$ cat config.mk
export PLATFORM = sky130hd
export DESIGN_NAME = pipeline_hazard_ctrl
export DESIGN_NICKNAME = d
export VERILOG_FILES = /design/src/rtl/pipeline_hazard_ctrl.sv
export SDC_FILE = /design/constraint.sdc
export NUM_CORES = 1
export LEC_CHECK = 0
export CAP_MARGIN = 0
export CORE_AREA = 2 2 118 120
export CTS_BUF_LIST = sky130_fd_sc_hd__clkbuf_4 sky130_fd_sc_hd__clkbuf_8
export CTS_CLUSTER_DIAMETER = 80
export CTS_CLUSTER_SIZE = 8
export DETAILED_ROUTE_END_ITERATION = 6
export DIE_AREA = 0 0 120 122
export GPL_TIMING_DRIVEN = 1
export PLACE_DENSITY = 0.53
export SLEW_MARGIN = 10
export SYNTH_ARGS = -nofsm -noshare
export SYNTH_HDL_FRONTEND = slang
export SYNTH_SLANG_ARGS = --single-unit
$ cat constraint.sdc
create_clock -name clk -period 3.4 [get_ports clk]
set_input_delay 0.68 -clock clk [delete_from_list [all_inputs] [get_ports clk]]
set_output_delay 0.68 -clock clk [all_outputs]
set_load 0.02 [all_outputs]
$ cat src/rtl/pipeline_hazard_ctrl.sv
// Hazard controller for a 5-stage in-order pipeline. It decides freeze, bubble,
// redirect or normal flow each cycle and keeps saturating stall/flush counters.
module pipeline_hazard_ctrl #(
  parameter int CNT_WIDTH = 32
) (
  input  logic                 clk,
  input  logic                 reset,
  input  logic [4:0]           id_rs1,
  input  logic [4:0]           id_rs2,
  input  logic                 id_uses_rs1,
  input  logic                 id_uses_rs2,
  input  logic [4:0]           ex_rd,
  input  logic                 ex_MemRead,
  input  logic                 ex_redirect,
  input  logic                 mem_busy,
  input  logic                 cnt_clr,
  output logic                 pc_en,
  output logic                 ifid_en,
  output logic                 idex_en,
  output logic                 ifid_flush,
  output logic                 idex_flush,
  output logic [1:0]           state,
  output logic [CNT_WIDTH-1:0] stall_cnt,
  output logic [CNT_WIDTH-1:0] flush_cnt
);

  typedef enum logic [1:0] {
    RUN      = 2'd0,
    LU_STALL = 2'd1,
    MEM_WAIT = 2'd2
  } state_t;

  typedef enum logic [1:0] {
    ACT_NORMAL,
    ACT_FREEZE,
    ACT_BUBBLE,
    ACT_REDIRECT
  } action_t;

  state_t  state_reg, state_next;
  logic    redirect_pend_reg, redirect_pend_next;
  action_t action;
  logic    rs1_match, rs2_match, hazard;
  logic    eff_redirect;
  logic [4:0] ctl;
  logic [1:0] cnt_inc;
  logic [1:0][CNT_WIDTH-1:0] cnt_q;

  assign rs1_match = id_uses_rs1 && (id_rs1 == ex_rd);
  assign rs2_match = id_uses_rs2 && (id_rs2 == ex_rd);
  assign hazard    = ex_MemRead && (ex_rd != 5'd0) && (rs1_match || rs2_match);

  // A redirect seen while frozen is replayed once, merged with a live one.
  assign eff_redirect = ex_redirect || ((state_reg == MEM_WAIT) && redirect_pend_reg);

  always_comb begin
    state_next         = state_reg;
    redirect_pend_next = 1'b0;
    action             = ACT_NORMAL;
    case (state_reg)
      RUN, MEM_WAIT: begin
        if (mem_busy) begin
          action             = ACT_FREEZE;
          state_next         = MEM_WAIT;
          redirect_pend_next = eff_redirect;
        end else if (eff_redirect) begin
          action     = ACT_REDIRECT;
          state_next = RUN;
        end else if (hazard) begin
          action     = ACT_BUBBLE;
          state_next = LU_STALL;
        end else begin
          action     = ACT_NORMAL;
          state_next = RUN;
        end
      end
      LU_STALL: begin
        // The bubble already resolved the load-use dependency; no re-check.
        if (mem_busy) begin
          action             = ACT_FREEZE;
          state_next         = MEM_WAIT;
          redirect_pend_next = ex_redirect;
        end else if (ex_redirect) begin
          action     = ACT_REDIRECT;
          state_next = RUN;
        end else begin
          action     = ACT_NORMAL;
          state_next = RUN;
        end
      end
      default: begin
        action     = ACT_NORMAL;
        state_next = RUN;
      end
    endcase
  end

  // ctl = {pc_en, ifid_en, idex_en, ifid_flush, idex_flush}
  always_comb begin
    ctl = 5'b11100;
    case (action)
      ACT_FREEZE:   ctl = 5'b00000;
      ACT_BUBBLE:   ctl = 5'b00101;
      ACT_REDIRECT: ctl = 5'b11111;
      default:      ctl = 5'b11100;
    endcase
  end

  assign pc_en      = ctl[4] && !reset;
  assign ifid_en    = ctl[3] && !reset;
  assign idex_en    = ctl[2] && !reset;
  assign ifid_flush = ctl[1] && !reset;
  assign idex_flush = ctl[0] && !reset;
  assign state      = state_reg;

  always_ff @(posedge clk or posedge reset) begin
    if (reset) begin
      state_reg         <= RUN;
      redirect_pend_reg <= 1'b0;
    end else begin
      state_reg         <= state_next;
      redirect_pend_reg <= redirect_pend_next;
    end
  end

  // Index 0 counts cycles with the PC held, index 1 counts redirect flushes.
  assign cnt_inc[0] = (action == ACT_FREEZE) || (action == ACT_BUBBLE);
  assign cnt_inc[1] = (action == ACT_REDIRECT);

  generate
    for (genvar gi = 0; gi < 2; gi++) begin : g_cnt
      logic [CNT_WIDTH-1:0] cnt_reg;
      always_ff @(posedge clk or posedge reset) begin
        if (reset) begin
          cnt_reg <= '0;
        end else if (cnt_clr) begin
          cnt_reg <= '0;
        end else if (cnt_inc[gi] && (cnt_reg != {CNT_WIDTH{1'b1}})) begin
          cnt_reg <= cnt_reg + 1'b1;
        end
      end
      assign cnt_q[gi] = cnt_reg;
    end
  endgenerate

  assign stall_cnt = cnt_q[0];
  assign flush_cnt = cnt_q[1];

endmodule

==> results of run 1 <==
layout make-up:
cell class,count,area (µm²)
Inverter,13,48.80
Fill cell,1354,7960
Clock buffer,12,152.6
Clock inverter,4,50.05
Timing Repair Buffer,133,1191
Sequential cell,67,1677
Multi-Input combinational cell,329,2200
Tap cell,180,225.2
power breakdown:
group	leakage (nW)	internal [W]	switching, W
Combinational	1.13	0.0000797	0.0000972
Clock	0.0994	0.000374	0.000323
Sequential	0.930	0.000804	0.0000120
Total	2.16	0.00126	0.000432
what timing repair did:
item	4_1_cts	5_1_grt
endpoints found under the hold margin	0	0
cloned	1	0
pin swaps	16	11
endpoints found under the setup margin	25	21
buffers inserted	9	1
gates resized for setup	71	20
worst paths after layout:
kind                           start            end  cells past startpoint
max                        id_rs2[0]  stall_cnt[21]                     14
min                         state[0]       state[0]                      1
max reg2reg                 state[1]  stall_cnt[21]                     10
min reg2reg                 state[0]       state[0]                      1
max in group asynchronous      reset  stall_cnt[12]                      3
min in group asynchronous      reset   flush_cnt[7]                      2
placed cells by master, fill, tap and decap left out, types with 10 or more instances in the layout:
cell,synthesis,final
nand2_1,20,20
or4_1,19,17
dfrtp_1,67,67
o21ai_0,15,12
buf_4,2,38
o31ai_1,11,10
clkbuf_8,0,10
nand4_1,19,19
xor2_1,19,18
or3_1,14,14
xnor2_1,16,16
clkdlybuf4s50_1,0,71
nor2_1,50,50
a21oi_1,25,25
inv_1,13,12
nand3_1,20,20
through the flow:
stage               utilization [%]  hold WS [ns]   TNS (ns)  setup slack, ns
floorplan                         -        0.5270          0          0.03494
global placement              38.68        0.5219     -19.18          -0.6575
detailed placement            38.68        0.5097     -20.42          -0.7290
CTS                           40.67        0.5388  -0.007825        -0.007825
global route                  41.05        0.5688          0         0.004875
finish                        41.05        0.5321          0           0.1210
worst max-delay path: stages:
cell,delay (ns)
buf_6,0.09
xor2_1,0.16
nor4_2,0.28
nand3_1,0.10
a21o_1,0.21
a22oi_2,0.23
ha_4,0.25
nand4b_1,0.20
or4_4,0.48
buf_6,0.15
buf_4,0.13
a31o_4,0.22
o31ai_2,0.23
a21oi_1,0.09
logic make-up (layout without fill, tap and decap cells):
family / count (synthesis) / count (layout) / synth area share (%)
simple gates: 197 / 197 / 28.12
compound gates: 82 / 83 / 13.57
flops: 67 / 67 / 42.68
xor+xnor: 35 / 35 / 7.802
buf+inv: 34 / 162 / 3.726
mux: 9 / 9 / 2.516
fa+ha+maj: 5 / 5 / 1.592
per-layer routing:
| metal | wire length [µm] | vias to the layer above |
|---|---|---|
| li1 | - | 1849 |
| met1 | 5219 | 1815 |
| met2 | 5079 | 83 |
| met3 | 413 | 24 |
| met4 | 297 | 0 |
| met5 | 0 | - |
==> summary.md, run 1 <==
| Metric | Value |
|---|---|
| Reg2reg setup slack | 0.46 ns |
| Layout cells sized above 1 | 18.28% |
| Maximum VDD drop | 143.6 µV |
| Buffers on Ports | 93 |
| Starting DRT DRC Count | 183 |
| Worst Path Required | 3.62 ns |
| Router iterations before antenna repair | 4 |
| Boundary Pins | 94 |
| Synth Cell Area | 3929 µm² |
| Final Net Count | 581 |
| Hold/Removal Path Class | register to register |
| Global-route wire length before repair | 18.08 mm |
| Via density | 5.110 |
| Syn Nets | 457 |
| Routed len/inst | 14.92 µm |
| Final-report setup violation count | 0 |
| WS Path Type | input pin to register |
| #FFs+latches synth | 67 |
| Share of flip-flops with an asynchronous set or reset | 100.0% |
| Setup crit start kind | input pin |
| Max FO, Critical Path | 5 |
| Post-synthesis area per instance | 9.158 µm² |
| Fin crit share | 96.44% |
| Die X | 120 µm |
| Worst slew margin | 31.88% |
| Ys flop type | dfrtp_1 |
| Final Hold Fails | 0 |
| Placed instance count | 711 |
| Slew @ Worst Pin | 1.013 ns |
| Power Total | 0.001691 W |
| # hold bufs at CTS | 0 |
| Final HPWL DP | 7.720 mm |
| Cell with the most instances after synthesis | dfrtp_1 |
| Yosys cell types | 55 |
| Initial Util | 29.09% |
| Final Slew Violations | 0 |
| Clock latency on the worst-skew pair | 0.36 ns |
| TritonCTS buffer count | 9 |
| Die height | 122 µm |
| DRT antenna net count | 0 |
| Diode count | 0 |
| Cells after Synth | 429 |
| Remaining global-route overflow | 0 |
| Post-Route WL | 11.01 mm |
| Initial antenna violation count | 0 |
| Die area | 14,640 µm² |
| Worst Clk Skew | 0.01160 ns |
| CTS root buffer | clkbuf_8 |
| Yosys top cell by area | dfrtp_1 |
| RSZ-0062 raised after global routing | false |
| Leakage power | 2.162 nW |
| Maxcap violations | 0 |
| Synth warn | 0 |
| Status | finished, final reports clean |
| Synthesis-to-finish area growth | 41.11% |
| Clock Tree Buf Depth | 2 |
| GRT Max-Usage Layer | met2 |
| Area contributors post-synth | dfrtp_1, nor2_1, xor2_1 |
| Final GP Congestion | 0.8299 |
| Crit path DAT | 3.50 ns |
| Tmin final | 3.279 ns |
| # rows | 43 |
| Placed cell area | 5224 µm² |
| CTS tree | built |
| Total GRT Usage | 15.48% |
| Synth top area share | 42.68% |
| Power per cell area | 304.9 nW/µm² |
| Finished Cell Area | 5544 µm² |
| Met1 usage | 20.76% |
| DRC Markers | 0 |
| Met3 global-route usage | 2.669% |
| Met2 Use GR | 24.15% |
| Largest net degree at the start of global routing | 44 |
| Clk sinks | 67 |
| Peak Freq | 305.0 MHz |
| Worst setup EP type | register |
| Cell Count, Final, Fillers Out | 738 |
| Register area share after synthesis | 42.68% |
| Area of the core | 13,500 µm² |
| Via count | 3,771 |
| Number of synthesized flops with an enable pin | 0 |
| Top cell types by occurrence after synthesis | dfrtp_1, nor2_1, a21oi_1, nand2_1, nand3_1 |
| H-tree Lvls | 3 |
| Vias in the first global route | 3,631 |
| Worst-path clk slew | 0.07 ns |
(Power assumes the default switching activity.)
==> run 2: changes to the inputs <==
--- a/config.mk
+++ b/config.mk
@@ -12,7 +12,7 @@
 export CTS_CLUSTER_SIZE = 8
 export DETAILED_ROUTE_END_ITERATION = 6
 export DIE_AREA = 0 0 120 122
-export GPL_TIMING_DRIVEN = 1
+export GPL_TIMING_DRIVEN = 0
 export PLACE_DENSITY = 0.53
 export SLEW_MARGIN = 10
 export SYNTH_ARGS = -nofsm -noshare
==> run 2 against run 1 <==
Power fell by 2.7%. Global-route usage rose by 1.3 points. Clock power fell by 7.5%. Core utilization fell by 0.26 points. Sequential share of layout area rose by 0.19 points. Largest cell class unchanged. Largest power group unchanged.
==> summary.md, run 2 (synthesis gave the netlist of run 1 again) <==
| Metric | Value |
|---|---|
| Status | finished, final reports clean |
| Crit path DAT | 3.62 ns |
| H-tree Lvls | 3 |
| Peak per-stage delay on the critical path | 0.53 ns |
| GRT Max-Usage Layer | met2 |
| Leakage power | 2.112 nW |
| Most common library cell in the layout ignoring fill and taps | clkdlybuf4s50_1 |
| Starting DRT DRC Count | 351 |
| CP Cell Sequence | clkdlybuf4s50_1 > nor2b_1 > o21ai_1 > a21o_1 > a22oi_2 > ha_4 > nand4b_1 > or4_4 > a31o_4 > or4_4 > a21oi_2 |
| Maxcap violations | 0 |
| Clock Tree Buf Depth | 2 |
| Initial Util | 29.09% |
| Routed len/inst | 15.98 µm |
| Boundary Pins | 94 |
| Maximum VDD drop | 144.4 µV |
| Area of the core | 13,500 µm² |
| Worst Path Required | 3.69 ns |
| Router iterations before antenna repair | 4 |
| Largest net degree at the start of global routing | 38 |
| P_sw | 0.0004332 W |
| Initial antenna violation count | 0 |
| Layout cells sized above 1 | 15.43% |
| Clock latency on the worst-skew pair | 0.37 ns |
| Total GRT Usage | 16.78% |
| Fin crit share | 98.02% |
| Met3 global-route usage | 2.669% |
| Top cell by count, worst path | or4_4 |
| Setup crit start kind | input pin |
| Worst setup EP type | register |
| Pint | 0.001212 W |
| Final Net Count | 575 |
| Power per cell area | 298.7 nW/µm² |
| RSZ-0062 raised after global routing | true |
| DRT antenna net count | 0 |
| Final Hold Fails | 0 |
| CTS tree | built |
| Placed instance count | 703 |
| Power Total | 0.001645 W |
| # rows | 43 |
| Via count | 3,785 |
| Die height | 122 µm |
| Buffers on Ports | 93 |
| DRC Markers | 0 |
| Met2 Use GR | 26.21% |
| Most frequent cells in the layout | clkdlybuf4s50_1, dfrtp_1, nor2_1 |
| Comb pwr share | 11.1% |
| Worst-path clk slew | 0.07 ns |
| Switching part of the total | 26.33% |
| Worst Clk Skew | 0.006453 ns |
| Clk pwr share | 39.2% |
| CTS root buffer | clkbuf_8 |
| Clk sinks | 67 |
| Final HPWL DP | 8.244 mm |
| Diode count | 0 |
| Worst slew margin | 29.54% |
| Cell Count, Final, Fillers Out | 731 |
| Vias in the first global route | 3,772 |
| Utilization after layout | 40.79% |
| Post-Route WL | 11.68 mm |
| Max FO, Critical Path | 5 |
| Die X | 120 µm |
| Met1 usage | 23.00% |
| Slowest cell on crit path | or4_4 |
| Remaining global-route overflow | 0 |
| Via density | 5.178 |
| Slew @ Worst Pin | 1.047 ns |
| Final-report setup violation count | 0 |
| WS Path Type | input pin to register |
| Tmin final | 3.333 ns |
| TritonCTS buffer count | 9 |
| Sequential fraction of design power | 49.7% |
| Hold/Removal Path Class | register to register |
| Synthesis-to-finish area growth | 40.22% |
| Final Slew Violations | 0 |
| Die area | 14,640 µm² |
| Peak Freq | 300.1 MHz |
| Final GP Congestion | 0.8500 |
| Global-route wire length before repair | 19.45 mm |
## run 2: through the flow
step                      hold WS, ns  setup TNS (ns)  worst slack, ns  instance area [µm²]
after floorplan                0.5270               0          0.03494                 3933
after global placement         0.5221          -53.41           -1.098                 5089
after detailed placement       0.5259          -29.23           -1.121                 5111
after CTS                      0.5563        -0.07027         -0.06299                 5416
after global routing           0.5899         -0.1135         -0.05137                 5509
final                          0.5736               0          0.06736                 5509
## run 2: layout make-up
class	count	area, µm²
plain buffers	21	105.1
well taps	180	225.2
inverters	13	51.30
clock inverters	2	10.01
multi-input cells	329	2252
fillers	1383	7995
flip-flops and latches	67	1677
clock buffers	13	172.7
repair buffers	106	1016
## run 2: metal layers
layer  share of wire [%]  up-vias
li1                    -     1834
met1                  47     1847
met2                  47       87
met3                 3.7       17
met4                 2.3        0
met5                   0        -
## run 2: critical path, delay by kind of cell
family | cells | cell delay (ns)
compound gates | 5 | 0.85
fa+ha+maj | 1 | 0.25
buf+inv | 1 | 0.47
simple gates | 4 | 1.36
## run 2: power by group through the flow
| stage | combinational (W) | clock, W | sequential (W) |
|---|---|---|---|
| finish | 0.000183 | 0.000645 | 0.000817 |
| global route | 0.000202 | 0.000702 | 0.000818 |
| CTS | 0.000178 | 0.000668 | 0.000817 |
| detailed placement | 0.000174 | 0 | 0.000833 |
| global placement | 0.000169 | 0 | 0.000832 |
| floorplan | 0.0000795 | 0 | 0.000837 |
## run 2: timing repair
action                     in CTS  in global routing
gates cloned                    1                  0
resized for setup              82                 24
hold buffers                    0                  0
pin swaps                      19                 16
buffers inserted                9                  3
setup endpoints to repair      33                 22
## run 2: final timing paths
kind                              startpoint            end  slack (ns)  cells after the start
max                                 mem_busy  stall_cnt[21]        0.07                     11
min                        redirect_pend_reg       state[0]        0.57                      2
max reg2reg                     stall_cnt[3]   stall_cnt[5]        0.47                      6
min reg2reg                redirect_pend_reg       state[0]        0.57                      2
max in group asynchronous              reset  stall_cnt[19]        2.03                      3
min in group asynchronous              reset   flush_cnt[1]        0.83                      2
